[src/rtl/sw_chain_counter_if.sv]
// sw_chain_counter_if: control strobes and count/lap/status outputs of the chained stopwatch counter.
interface sw_chain_counter_if #(
  parameter int STAGES = 3,
  parameter int DW     = 7
);
  logic                   tick, start_stop, clear, dir, load, lap;
  logic [STAGES*DW-1:0]   load_val, count, lap_count;
  logic                   lap_valid, ovf, done, running;
  modport master (
    output tick, start_stop, clear, dir, load, lap, load_val,
    input  count, lap_count, lap_valid, ovf, done, running
  );
  modport slave (
    input  tick, start_stop, clear, dir, load, lap, load_val,
    output count, lap_count, lap_valid, ovf, done, running
  );
endinterface

[src/rtl/sw_chain_counter.sv]
// sw_chain_counter: cascaded modulo stopwatch/timer with up/down, preset, lap capture and run/stop/done FSM.
module sw_chain_counter #(
  parameter int                   STAGES = 3,
  parameter int                   DW     = 7,
  parameter logic [STAGES*DW-1:0] LIMITS = {7'd60, 7'd60, 7'd100}
) (
  input logic               clk,
  input logic               rst_n,
  sw_chain_counter_if.slave bus
);
  typedef enum logic [1:0] {IDLE, RUN, DONE} state_t;
  state_t                     state, state_nx;
  logic [STAGES-1:0][DW-1:0]  lim_m1, cnt, cnt_nx, adv, ld;
  logic [STAGES*DW-1:0]       lap_q;
  logic [STAGES:0]            en;
  logic                       step, ovf_nx, done_nx, lap_v, ovf_q, done_q;
  // A limit of 2^DW is stored as 0 in its slice; subtracting 1 still yields the right max
  for (genvar k = 0; k < STAGES; k++) begin : g_lim
    assign lim_m1[k] = LIMITS[k*DW +: DW] - DW'(1);
  end
  always_comb begin
    en    = '0;
    en[0] = 1'b1;
    for (int k = 0; k < STAGES; k++) begin
      adv[k]  = !en[k] ? cnt[k] :
                bus.dir ? (cnt[k] == '0 ? lim_m1[k] : cnt[k] - DW'(1)) :
                (cnt[k] == lim_m1[k] ? '0 : cnt[k] + DW'(1));
      en[k+1] = en[k] && (bus.dir ? cnt[k] == '0 : cnt[k] == lim_m1[k]);
      ld[k]   = bus.load_val[k*DW +: DW] > lim_m1[k] ? lim_m1[k] : bus.load_val[k*DW +: DW];
    end
    step     = state == RUN && bus.tick && !bus.clear && !bus.load;
    // en[STAGES] means all-max when counting up and all-zero when counting down
    ovf_nx   = step && !bus.dir && en[STAGES];
    done_nx  = step && bus.dir && (en[STAGES] || adv == '0);
    cnt_nx   = bus.clear ? '0 : bus.load ? ld : (step && !(bus.dir && en[STAGES])) ? adv : cnt;
    state_nx = (bus.clear || bus.load) ? IDLE :
               done_nx ? DONE :
               (state == IDLE && bus.start_stop) ? RUN :
               (state == RUN && bus.start_stop) ? IDLE : state;
  end
  always_ff @(posedge clk or negedge rst_n) begin
    if (!rst_n) begin
      state  <= IDLE;
      cnt    <= '0;
      lap_q  <= '0;
      lap_v  <= 1'b0;
      ovf_q  <= 1'b0;
      done_q <= 1'b0;
    end else begin
      state  <= state_nx;
      cnt    <= cnt_nx;
      lap_q  <= bus.clear ? '0 : bus.lap ? cnt : lap_q;
      lap_v  <= bus.lap && !bus.clear;
      ovf_q  <= ovf_nx;
      done_q <= done_nx;
    end
  end
  assign bus.count     = cnt;
  assign bus.lap_count = lap_q;
  assign bus.lap_valid = lap_v;
  assign bus.ovf       = ovf_q;
  assign bus.done      = done_q;
  assign bus.running   = state == RUN;
endmodule

[src/flat_wrapper.sv]
// flat-port wrapper written by rule: the top's interface ports become plain ports
module sw_chain_counter_flat 
#(
  parameter int                   STAGES = 3,
  parameter int                   DW     = 7,
  parameter logic [STAGES*DW-1:0] LIMITS = {7'd60, 7'd60, 7'd100}
)
  (clk, rst_n, bus_tick, bus_start_stop, bus_clear, bus_dir, bus_load, bus_lap, bus_load_val, bus_count, bus_lap_count, bus_lap_valid, bus_ovf, bus_done, bus_running);
  sw_chain_counter_if #(.STAGES(STAGES), .DW(DW)) bus_i ();
  input logic clk;
  input logic rst_n;
  input wire logic [$bits(bus_i.tick)-1:0] bus_tick;
  input wire logic [$bits(bus_i.start_stop)-1:0] bus_start_stop;
  input wire logic [$bits(bus_i.clear)-1:0] bus_clear;
  input wire logic [$bits(bus_i.dir)-1:0] bus_dir;
  input wire logic [$bits(bus_i.load)-1:0] bus_load;
  input wire logic [$bits(bus_i.lap)-1:0] bus_lap;
  input wire logic [$bits(bus_i.load_val)-1:0] bus_load_val;
  output wire logic [$bits(bus_i.count)-1:0] bus_count;
  output wire logic [$bits(bus_i.lap_count)-1:0] bus_lap_count;
  output wire logic [$bits(bus_i.lap_valid)-1:0] bus_lap_valid;
  output wire logic [$bits(bus_i.ovf)-1:0] bus_ovf;
  output wire logic [$bits(bus_i.done)-1:0] bus_done;
  output wire logic [$bits(bus_i.running)-1:0] bus_running;
  assign bus_i.tick = bus_tick;
  assign bus_i.start_stop = bus_start_stop;
  assign bus_i.clear = bus_clear;
  assign bus_i.dir = bus_dir;
  assign bus_i.load = bus_load;
  assign bus_i.lap = bus_lap;
  assign bus_i.load_val = bus_load_val;
  assign bus_count = bus_i.count;
  assign bus_lap_count = bus_i.lap_count;
  assign bus_lap_valid = bus_i.lap_valid;
  assign bus_ovf = bus_i.ovf;
  assign bus_done = bus_i.done;
  assign bus_running = bus_i.running;
  sw_chain_counter #(.STAGES(STAGES), .DW(DW), .LIMITS(LIMITS)) u_core (.clk(clk), .rst_n(rst_n), .bus(bus_i));
endmodule
[config.mk]
export PLATFORM = sky130hd
export DESIGN_NAME = sw_chain_counter_flat
export DESIGN_NICKNAME = d
export VERILOG_FILES = /design/src/rtl/sw_chain_counter_if.sv /design/src/rtl/sw_chain_counter.sv /design/src/flat_wrapper.sv
export SDC_FILE = /design/constraint.sdc
export NUM_CORES = 1
export LEC_CHECK = 0
export BUFFER_PORTS_ARGS = -buffer_cell sky130_fd_sc_hd__buf_2
export CORE_ASPECT_RATIO = 0.5
export CORE_MARGIN = 5
export CORE_UTILIZATION = 55
export DETAILED_ROUTE_END_ITERATION = 12
export GPL_TIMING_DRIVEN = 0
export PLACE_DENSITY = 0.9
export SLEW_MARGIN = 20
export SYNTH_ARGS = -nofsm -noshare
export SYNTH_HDL_FRONTEND = slang
export SYNTH_SLANG_ARGS = --single-unit
[constraint.sdc]
create_clock -name clk -period 8.5 [get_ports clk]
set_clock_uncertainty 0.1 [all_clocks]
set_input_delay 0 -clock clk [delete_from_list [all_inputs] [get_ports clk]]
set_output_delay 0 -clock clk [all_outputs]
set_load 0.005 [all_outputs]
==> reports/metrics.yaml <==
worst_setup_path:
  cp_data_arrival_time_ns: 4.02
  startpoint: "u_core.bus.count[0]"
  cp_max_fo: 10
  crit_chain: "clkbuf_1 -> inv_1 -> ha_1 -> or4b_4 -> nor3_4 -> nand3_1 -> o21ai_1 -> clkbuf_1 -> nand2_1 -> o211ai_1 -> o21ai_0"
  r2r-end: "u_core.bus.count[1]"
  critPathSlowestCell: "o21ai_1"
  worstSetupPathType: "reg2reg"
  start_kind: "flip-flop"
  r2r_start: "u_core.bus.count[0]"
  worst_setup_path_end_kind: "flip-flop"
  required_ns: 8.57
  crit_buf_inv: 3
  ff2ff_path_depth: 11
  cpMostUsedCell: "clkbuf_1"
  critPathTopFamily: "simple AND/OR/NAND/NOR gates"
  max_stage_delay_ns: 0.54
  ff2ff_setup_slack_ns: 4.54
sta:
  slew_headroom_pct: 51.4
  setup_viol: 0
  hold_viol_final: 0
  period_share_pct: 46.6
  rsz0062_at_grt: "false"
  fin_crit_ns: 3.96
  fin_worst_hold_slack_ns: 0.0102
  fin_ws_ns: 4.54
  max_freq_ghz: 0.253
  fin_setup_tns_ns: 0
  drv_slew: 0
  tightest_slew_ns: 0.730
synth:
  synth.largest_area_cell: "dfrtp_1"
  ys_async_sr_fraction_pct: 100
  ys_ff_latch: 47
  ys.warnings.count: 0
  synth_commonest_cells: "nor2_1 (65), dfrtp_1 (47), a21oi_1 (34)"
  ys.flop_type: "dfrtp_1"
  synth.avg_cell_area_um2: 7.94
  synthesis.nets: 481
  yosys-top-cells-area: "dfrtp_1 (33%), nor2_1 (6.9%), mux2i_1 (6.2%)"
  synth.top_cell.area_share_pct: 33.3
  syn_area_um2: 3530
  synth_enable_flop_cells: 0
  synth.distinct_cells: 59
  synth-seq-area-share_pct: 33.3
  post_synth_inst_count: 445
  yosysMostFrequentCell: "nor2_1"
clock_network:
  numCtsBuffers: 5
  post-cts-setup-buffers: 0
  insertion_delay_ns: 0.30
  tritoncts: "yes"
  root_buffer: "clkbuf_16"
  clkTransAtPathRegs_ns: 0.07
  numClockSinks: 47
  ctsResizeCount: 0
  clk_path_buf_depth: 2
  htreeDepth: 2
drt:
  ant_nets: 0
  drtIter0Drc: 642
  drt_first_pass_iters: 7
  wirelength_um: 12400
  routedWlPerCell_um: 19.6
  vias: 4171
  route.detailed.drc: 0
  viasPerCell: 6.58
power:
  leakage_uw: 0.00201
  ir_drop_mv: 0.104
  powerDensity_nw_per_um2: 145
floorplan:
  start_util_pct: 57.4
  core_um2: 6160
  io-pin-count: 75
  dieArea_um2: 8220
  fp.dieH_um: 66.7
  die_x_um: 123
  core.rowCount: 20
placed_design:
  port_buffers: 71
  place_inst: 604
  pre_cts_ws_ns: 4.83
  dp_hpwl_um: 8450
  gp_congestion: 0.990
final_layout:
  area_growth_pct: 23.7
  final_layout_size_suffix_gt1_share_pct: 17.6
  n_antenna_cell: 0
  post-route-util_pct: 71.0
  fin_nets: 581
  stdcell_count: 634
hold_path:
  hold_path_end: "u_core.bus.count[0]"
  hold_start: "bus_load_val[0]"
  min_path_cells: 3
  hp-class: "in2reg"
global_route:
  grt_usage_pct: 30.9
  grt_antenna_before_repair: 0
  grt_pass1_vias: 3920
  grt_start_max_net_pins: 48
  overflow: 0
  grt_first_pass_wirelength_um: 19800
flow_run:
  cap_viol_max_count: 0
status:
  status: "completed"
==> stage by stage <==
| step | area, um2 | total power (uW) |
|---|---|---|
| after floorplan | 3530 | 355 |
| after global placement | 4000 | 406 |
| after detailed placement | 4000 | 410 |
| after CTS | 4370 | 620 |
| after global routing | 4370 | 656 |
| final | 4370 | 631 |
==> cell usage in the layout (no fill, tap or decap), types with 3 or more instances in the layout <==
cell           count
buf_2             73
nor2_1            65
dfrtp_1           47
a21oi_1           34
nand2_1           31
clkbuf_1          30
o21ai_0           24
mux2i_1           22
dlygate4sd3_1     22
nand3_1           17
nor3_1            15
inv_1             13
a211oi_1          12
a31oi_1           10
nand2b_1           8
nand4_1            8
o22ai_1            8
ha_1               7
nor2b_1            6
and3_1             5
nand3b_1           5
o211ai_1           5
xor2_1             5
clkbuf_16          5
or3_1              4
nor4_1             4
buf_1              4
o311ai_0           4
xnor2_1            4
and2_1             3
and4b_1            3
==> repair_timing <==
item                                    in CTS  in global routing
hold endpoints to repair                    65                  0
hold buffers                                22                  0
endpoints found under the setup margin       0                  0
==> cell families (layout without fill, tap and decap cells) <==
group                      count (synthesis)  in the layout  synth area share, %
muxes                                     24             24                 7.19
DFF                                       47             47                 33.3
AOI/OAI and AO/OA                        119            119                 21.4
buffers and inverters                     52            153                 6.06
adders and majority gates                  7              7                 2.48
xor gates and xnor gates                   9              9                 2.23
and+or+nand+nor                          187            187                 27.3
==> state kept, by name, indices dropped and copies added (netlist names) <==
| signal | count |
|---|---|
| u_core.state | 2 |
| u_core.bus.lap_valid | 1 |
| u_core.bus.count | 21 |
| u_core.bus.lap_count | 21 |
| u_core.bus.done | 1 |
| u_core.bus.ovf | 1 |
==> layout make-up <==
| type | count | area, um2 |
|---|---|---|
| Sequential cell | 47 | 1180 |
| Clock inverter | 3 | 22.5 |
| Multi-Input combinational cell | 346 | 2140 |
| Tap cell | 88 | 110 |
| Buffer | 39 | 165 |
| Inverter | 13 | 48.8 |
| Fill cell | 514 | 1790 |
| Timing Repair Buffer | 93 | 578 |
| Clock buffer | 5 | 125 |
==> worst min-delay path, cell delays in order <==
cell     delay (ns)
buf_2          0.08
o22ai_1        0.08
a21oi_1        0.19
==> power breakdown <==
group	internal, uW	switching [uW]
clock network	111	97.4
logic	69.7	104
registers	235	14.8
==> worst max-delay path by stage <==
stage / to / slack (ns) / depth (start not counted)
6_report: u_core.bus.count[1] / 4.54 / 11
5_1_grt: u_core.bus.count[1] / 4.46 / 11
4_1_cts: u_core.bus.count[1] / 4.81 / 11
3_5_place_dp: u_core.bus.count[1] / 4.83 / 11
3_3_place_gp: u_core.bus.count[15] / 4.90 / 11
2_1_floorplan: u_core.state[0] / 5.35 / 10
==> layer usage <==
metal	up-vias	wire length [um]	track usage, %
met2	342	5510	49.2
met1	1918	4960	41.3
met3	91	1410	6.79
li1	1820	-	-
met4	0	532	11.9
met5	-	0	0
No activity file was read; power rests on OpenSTA's default activity.
